===== config.mk =====
export PLATFORM = sky130hd
export DESIGN_NAME = au_add_pipe
export DESIGN_NICKNAME = d
export VERILOG_FILES = /design/src/rtl/au_add_pipe.sv
export SDC_FILE = /design/constraint.sdc
export NUM_CORES = 1
export LEC_CHECK = 0
export CAP_MARGIN = 20
export CORE_ASPECT_RATIO = 0.9
export CORE_MARGIN = 2
export CORE_UTILIZATION = 49
export DETAILED_ROUTE_END_ITERATION = 12
export PLACE_DENSITY = 0.82
export SKIP_CTS_REPAIR_TIMING = 1
export SLEW_MARGIN = 20
export SYNTH_ARGS = -nofsm -noshare
export SYNTH_HDL_FRONTEND = slang
export SYNTH_SLANG_ARGS = --single-unit

===== constraint.sdc =====
create_clock -name clk -period 4.75 [get_ports clk]
set_input_delay 0.95 -clock clk [delete_from_list [all_inputs] [get_ports clk]]
set_output_delay 0.95 -clock clk [all_outputs]
set_load 0.05 [all_outputs]

===== src/rtl/au_add_pipe.sv =====
// au_add_pipe: pipelined WIDTH-bit adder with carry-in and carry-out.
// The operands are split into STAGES chunks, and one chunk is added per cycle.
// The carry is registered between chunks.
// Each chunk uses a parallel-prefix adder:
//   ARCH=0 Kogge-Stone, ARCH=1 Sklansky, ARCH=2 Brent-Kung.
// The pipeline has a global advance enable with valid/ready on both sides.
// Optional macro AU_ADD_PIPE_OVF_EN adds a registered signed-overflow output, ovf.
module au_add_pipe #(
  parameter int WIDTH  = 8,
  parameter int STAGES = 2,
  parameter int ARCH   = 0
) (
  input  logic             clk,
  input  logic             rst,
  input  logic             in_vld,
  output logic             in_rdy,
  input  logic [WIDTH-1:0] a,
  input  logic [WIDTH-1:0] b,
  input  logic             ci,
  output logic             out_vld,
  input  logic             out_rdy,
  output logic [WIDTH-1:0] s,
  output logic             co
`ifdef AU_ADD_PIPE_OVF_EN
  ,
  output logic             ovf
`endif
);

  localparam int ST     = (STAGES < 1) ? 1 : STAGES;
  localparam int CW     = (WIDTH + ST - 1) / ST;
  localparam int BK_TOP = (CW > 1) ? (1 << ($clog2(CW) - 1)) : 1;

  if (WIDTH < 1 || STAGES < 1 || STAGES > WIDTH || ARCH < 0 || ARCH > 2) begin : g_bad_param
    $error("au_add_pipe: illegal parameters WIDTH=%0d STAGES=%0d ARCH=%0d", WIDTH, STAGES, ARCH);
  end

  // Returns {carry_out, sum} for the low n bits of x+y+cin.
  // Bits at or above n are forced to generate=propagate=0.
  // cin is folded into bit 0's generate, so each prefix group is a final carry.
  function automatic logic [CW:0] pfx_add(input logic [CW-1:0] x, input logic [CW-1:0] y,
                                          input logic cin, input int n);
    logic [CW-1:0] p, g, pp, gg, sum;
    int j;
    p = x ^ y;
    g = x & y;
    for (int i = 0; i < CW; i++) begin
      if (i >= n) begin
        p[i] = 1'b0;
        g[i] = 1'b0;
      end
    end
    pp = p;
    gg = g;
    gg[0] = g[0] | (p[0] & cin);
    case (ARCH)
      1: begin
        for (int l = 0; (1 << l) < CW; l++) begin
          for (int i = 0; i < CW; i++) begin
            if (((i >> l) & 1) == 1) begin
              j = ((i >> l) << l) - 1;
              gg[i] = gg[i] | (pp[i] & gg[j]);
              pp[i] = pp[i] & pp[j];
            end
          end
        end
      end
      2: begin
        for (int d = 1; d < CW; d *= 2) begin
          for (int i = 2 * d - 1; i < CW; i += 2 * d) begin
            gg[i] = gg[i] | (pp[i] & gg[i-d]);
            pp[i] = pp[i] & pp[i-d];
          end
        end
        for (int d = BK_TOP; d >= 1; d = d / 2) begin
          for (int i = 3 * d - 1; i < CW; i += 2 * d) begin
            gg[i] = gg[i] | (pp[i] & gg[i-d]);
            pp[i] = pp[i] & pp[i-d];
          end
        end
      end
      default: begin
        for (int d = 1; d < CW; d *= 2) begin
          for (int i = CW - 1; i >= d; i--) begin
            gg[i] = gg[i] | (pp[i] & gg[i-d]);
            pp[i] = pp[i] & pp[i-d];
          end
        end
      end
    endcase
    sum[0] = p[0] ^ cin;
    for (int i = 1; i < CW; i++) sum[i] = p[i] ^ gg[i-1];
    if (n == 0) return {cin, sum};
    return {gg[n-1], sum};
  endfunction

  logic [WIDTH-1:0] a_q [ST];
  logic [WIDTH-1:0] b_q [ST];
  logic [WIDTH-1:0] s_q [ST];
  logic             c_q [ST];
  logic             v_q [ST];
  logic [WIDTH-1:0] a_d [ST];
  logic [WIDTH-1:0] b_d [ST];
  logic [WIDTH-1:0] s_d [ST];
  logic             c_d [ST];
  logic             adv;

  assign out_vld = v_q[ST-1];
  assign s       = s_q[ST-1];
  assign co      = c_q[ST-1];
  assign adv     = ~out_vld | out_rdy;
  assign in_rdy  = adv;

`ifdef AU_ADD_PIPE_OVF_EN
  logic ovf_d;
  logic ovf_q;
  assign ovf = ovf_q;
`endif

  // Per-stage chunk add.
  // Each stage takes the previous stage's registers, or the ports for stage 0.
  always_comb begin
    logic [WIDTH-1:0] a_src, b_src, s_src;
    logic             c_src;
    logic [CW-1:0]    xa, ya;
    logic [CW:0]      r;
    int               lo, n;
    a_src = '0;
    b_src = '0;
    s_src = '0;
    c_src = 1'b0;
    xa    = '0;
    ya    = '0;
    r     = '0;
    lo    = 0;
    n     = 0;
`ifdef AU_ADD_PIPE_OVF_EN
    ovf_d = 1'b0;
`endif
    for (int k = 0; k < ST; k++) begin
      if (k == 0) begin
        a_src = a;
        b_src = b;
        s_src = '0;
        c_src = ci;
      end else begin
        a_src = a_q[k-1];
        b_src = b_q[k-1];
        s_src = s_q[k-1];
        c_src = c_q[k-1];
      end
      lo = k * CW;
      n  = (lo >= WIDTH) ? 0 : (((WIDTH - lo) < CW) ? (WIDTH - lo) : CW);
      xa = CW'(a_src >> lo);
      ya = CW'(b_src >> lo);
      r  = pfx_add(xa, ya, c_src, n);
      s_d[k] = s_src;
      for (int j = 0; j < CW; j++) begin
        if (j < n) s_d[k][lo+j] = r[j];
      end
      c_d[k] = r[CW];
      a_d[k] = a_src;
      b_d[k] = b_src;
`ifdef AU_ADD_PIPE_OVF_EN
      // The MSB sum bit is final by the last stage.
      // Carry into the MSB is recovered as a^b^s at that bit.
      if (k == ST - 1) ovf_d = a_src[WIDTH-1] ^ b_src[WIDTH-1] ^ s_d[k][WIDTH-1] ^ c_d[k];
`endif
    end
  end

  // Valid, sum and carry registers: cleared on reset, shifted together on advance.
  always_ff @(posedge clk) begin
    if (rst) begin
      for (int k = 0; k < ST; k++) begin
        v_q[k] <= 1'b0;
        s_q[k] <= '0;
        c_q[k] <= 1'b0;
      end
    end else if (adv) begin
      for (int k = 0; k < ST; k++) begin
        if (k == 0) v_q[k] <= in_vld;
        else        v_q[k] <= v_q[k-1];
        s_q[k] <= s_d[k];
        c_q[k] <= c_d[k];
      end
    end
  end

  // Operand skew registers.
  // They need no reset because nothing reads them through a valid stage after reset.
  always_ff @(posedge clk) begin
    if (adv) begin
      for (int k = 0; k < ST; k++) begin
        a_q[k] <= a_d[k];
        b_q[k] <= b_d[k];
      end
    end
  end

`ifdef AU_ADD_PIPE_OVF_EN
  // Overflow flag, registered alongside the last stage.
  always_ff @(posedge clk) begin
    if (rst)      ovf_q <= 1'b0;
    else if (adv) ovf_q <= ovf_d;
  end
`endif

endmodule


# ---- Word-level counts from Yosys, hierarchy flattened
# Memories as Yosys holds them, arrays and structs flattened.
# Cells that the tools add are included.
dict set report op_classes {
  muxes 12
  bitwise 48
}
# operator count
set ops {}
lappend ops {{OR 1 bit} 19}
lappend ops {{AND 1 bit} 16}
lappend ops {{2-to-1 mux 8 bit} 2}
lappend ops {{2-to-1 mux 1 bit} 10}
lappend ops {{AND 4 bit} 2}
lappend ops {{bitwise XOR 1 bit} 8}
lappend ops {{bitwise XOR 4 bit} 2}
lappend ops {{NOT 1 bit} 1}
dict set report totals {
  reg_bits 0
  ramBits 52
  inputBits 21
  output_inout_bits 11
  memories 5
}
# memory depth width read_ports rd_ports_with_merged_regs write_ports line
set memory_table {}
lappend memory_table {a_q 2 8 1 0 2 97} ;# logic [WIDTH-1:0] a_q [ST];
lappend memory_table {b_q 2 8 1 0 2 98} ;# logic [WIDTH-1:0] b_q [ST];
lappend memory_table {s_q 2 8 2 0 2 99} ;# logic [WIDTH-1:0] s_q [ST];
lappend memory_table {c_q 2 1 2 0 2 100} ;# logic c_q [ST];
lappend memory_table {v_q 2 1 2 0 2 101} ;# logic v_q [ST];

# ---- Logic depth before layout (Yosys ltp)
# An unclocked memory read counts as a cell.
dict set report depth {
  depth_word 9
  ltp_mapped 6
  depth_no_buf 6
}

# ---- Worst setup path before layout
# OpenSTA, ideal clock, no wires.
dict set report synth_timing {
  path_kind {input port to output port}
  startpoint {input out_rdy}
  endpoint {output in_rdy}
  arrival_ps 1290
  setup_slack_ps 2510
  cell_stages 2
  n_path_buf 1
  path_cell_list {nand2b_4 > buf_6}
}
dict set report synth_between {
  elab_chain_cells 1
}
# element line
set synth_rtl {}
lappend synth_rtl {{start: declaration} 21} ;# input logic out_rdy,
lappend synth_rtl {{OR 1 bit} 111} ;# assign adv = ~out_vld | out_rdy;
lappend synth_rtl {{end: declaration} 16} ;# output logic in_rdy,
# No other way between the ends.

# ---- Final worst setup path
# Same ends and word-level chain as after synthesis.

==> impl_results.md <==
* Final period utilization at between 70% and 80%
* Routed wire per std cell at 12.1 um
* DIE AREA at about 0.0027 mm^2
* Initial antenna violation count at 0
* Core Box Area at approximately 0.0022 mm^2
* Fin util at 68.0%
* Die H at between 40 and 50 um
* Final worst-path setup slack at between 1 and 1.5 ns
* Root Buffer: clkbuf_4
* Register bit total from synthesis at 24
* CTS Buf Count at 3
* Max Cap Viol at 0
* Proportion of layout cells with a drive suffix above 1 at 6.31%
* I/O pin cnt at 32
* Gpl congestion at around 0.8
* Internal reg-to-reg setup slack at approximately 2.9 ns
* Max stage delay on crit path at approximately 0.85 ns
* Final setup viols at 0
* Peak VDD IR at slightly below 200 uV
* Vias in the first global route at 613
* Largest net degree at the start of global routing at 24
* # rows at 16
* Drt total wl at roughly 1.7 mm
* CP cell instances: clkdlybuf4s50_1 > nand2b_4 > clkdlybuf4s50_1
* Most common cell on crit path: clkdlybuf4s50_1
* Setup WS pre-CTS at about 1.3 ns
* # DRC at 0
* TritonCTS Sinks at 24
* Total Routing Usage GR at ~14%
* Post-Layout Cell Count at approximately 140
* Layout area overhead at 31.0%
* Worst Hold Class: reg2reg
* Syn_area_per_cell at approximately 15 um^2
* Reg-to-reg critical path endpoint: c_q[0][1]
* Setup TNS at 0 ns
* Final-layout fill cell count at roughly 180
* Hold slack at around 0.56 ns
* Chip Width at 54.9 um
* Crit path kind: in2out
* Reg2Reg Depth at 6
* Unrepaired setup endpoints after global routing: false
* Cell leakage power at 0.643 nW
* CP arrival at ~2.5 ns
* Vias per std cell at just over 5
* Minimum clock period at 3.47 ns
* Reg-to-reg startpoint: a_q[0][4]
* Placed insts at around 130
* Slew @ Worst Pin at slightly above 0.7 ns
* Crit path max fanout at 23
* Worst Setup SP: out_rdy
* Register area share after synthesis at between 60% and 70%
* Ys Warns at 0
* Clock buffer depth at 2
* Most frequent cells in the layout: 31 x clkdlybuf4s50_1, 24 x edfxtp_1, 9 x inv_1, 8 x and3_1, 6 x ha_1
* Rel. slew slack at 53.0%
* Final net count at around 140
* Slew Viols, Final at 0
* Max Clock Skew at roughly 0.0076 ns
* Critical Path End Type: output port
* Worst path slowest cell: clkdlybuf4s50_1
* Drt initial violations at 10
* Mapped Cells at 78
* Clk_lat worst skew at 0.31 ns
* Pwr dens at between 300 and 400 mW/mm^2
* First-pass GRT wire length at around 2.7 mm
* Outcome: finished clean
* Worst-path clk slew at 0.11 ns
* Starting Density at slightly above 50%
* Pre-antenna DRT Iters at 4
* Max Freq at about 290 MHz
* CTS tree: yes
* GRT overflow at 0
* Vias at about 700
* Final ANT Viol Nets at 0
* Yosys cell types at 22
* N_diodes at 0
* HPWL after DPL at between 1 and 1.5 mm
* Worst setup path endpoint: in_rdy
* Crit path required time at between 3 and 4 ns
* Final hold violation count at 0
* Startpoint types: primary input
* Max H-tree Level at 1
* Cell Area, Synth at around 0.0011 mm^2
* Commonest non-fill, non-tap cell in the layout: clkdlybuf4s50_1
* IO buf count at 31
* Post-synth net total at roughly 110
## cell families after synthesis
family / share of synthesized area (%)
mux: 1.75
compound gates: 4.71
buf+inv: 4.38
simple gates: 12.6
flops: 63.0
fa+ha+maj: 13.6
## synth_stat cells
master / n / area, um^2
a21o_1: 1 / 7.51
nor2b_1: 2 / 12.5
a21oi_1: 2 / 10.0
fa_1: 4 / 80.1
nand2b_4: 1 / 13.8
o21ai_0: 2 / 10.0
inv_1: 9 / 33.8
nand3b_1: 2 / 15.0
a21oi_2: 2 / 17.5
ha_1: 6 / 75.1
buf_6: 1 / 11.3
nand2_1: 1 / 3.75
edfxtp_1: 24 / 721
nor2_1: 2 / 7.51
and2b_1: 2 / 15.0
nor3_1: 2 / 10.0
buf_2: 1 / 5.00
nand2b_1: 1 / 6.26
a21o_2: 1 / 8.76
and3_1: 8 / 50.1
mux2i_1: 2 / 20.0
nand3_1: 2 / 10.0
## metrics by stage
stage / power [W] / cell area (um^2)
finish: 0.000472 / 1500
global placement: 0.000387 / 1470
detailed placement: 0.000391 / 1470
CTS: 0.000475 / 1500
floorplan: 0.000346 / 1140
global route: 0.000496 / 1500
## worst min-delay path by stage
stage	start	end	slack [ns]	depth (start not counted)
after floorplan	s_q[0][0]	s_q[0][8]	0.53	1
after global routing	s_q[0][0]	s_q[0][8]	0.58	1
after detailed placement	s_q[0][0]	s_q[0][8]	0.54	1
final	s_q[0][0]	s_q[0][8]	0.56	1
after CTS	s_q[0][0]	s_q[0][8]	0.56	1
after global placement	v_q[0][0]	v_q[0][1]	0.53	1
## worst max-delay path: cells and delay by family
family	cells	cell delay, ns
and+or+nand+nor	1	0.26
buffers and inverters	2	1.31
## metal layers
metal	wire length [um]	share of wire, %	global-route usage, %	vias to the layer above
met5	0	0	0	-
met4	23	1.4	6.10	0
met3	74	4.4	1.82	2
met2	858	52	21.8	23
met1	707	43	18.8	333
li1	-	-	-	346
## cell type report
type | count | area (um^2) | area share [%]
Sequential cell | 24 | 721 | 48.1
Multi-Input combinational cell | 43 | 373 | 24.9
Timing Repair Buffer | 31 | 310 | 20.7
Inverter | 9 | 33.8 | 2.26
Tap cell | 27 | 33.8 | 2.26
Clock buffer | 3 | 22.5 | 1.50
Clock inverter | 1 | 3.75 | 0.251
## report_power, final
| group | internal (W) | leakage (nW) | switching, W | total, W |
|---|---|---|---|---|
| Clock | 0.0000307 | 0.0154 | 0.0000562 | 0.0000869 |
| Sequential | 0.000257 | 0.270 | 0.00000599 | 0.000263 |
| Combinational | 0.0000531 | 0.357 | 0.0000685 | 0.000122 |
| Total | 0.000341 | 0.643 | 0.000131 | 0.000472 |
## registers in the layout, summed over array words and instances (netlist names)
| register | flops |
|---|---|
| s_q | 12 |
| c_q | 2 |
| a_q | 4 |
| b_q | 4 |
| v_q | 2 |
(Power assumes the default switching activity.)
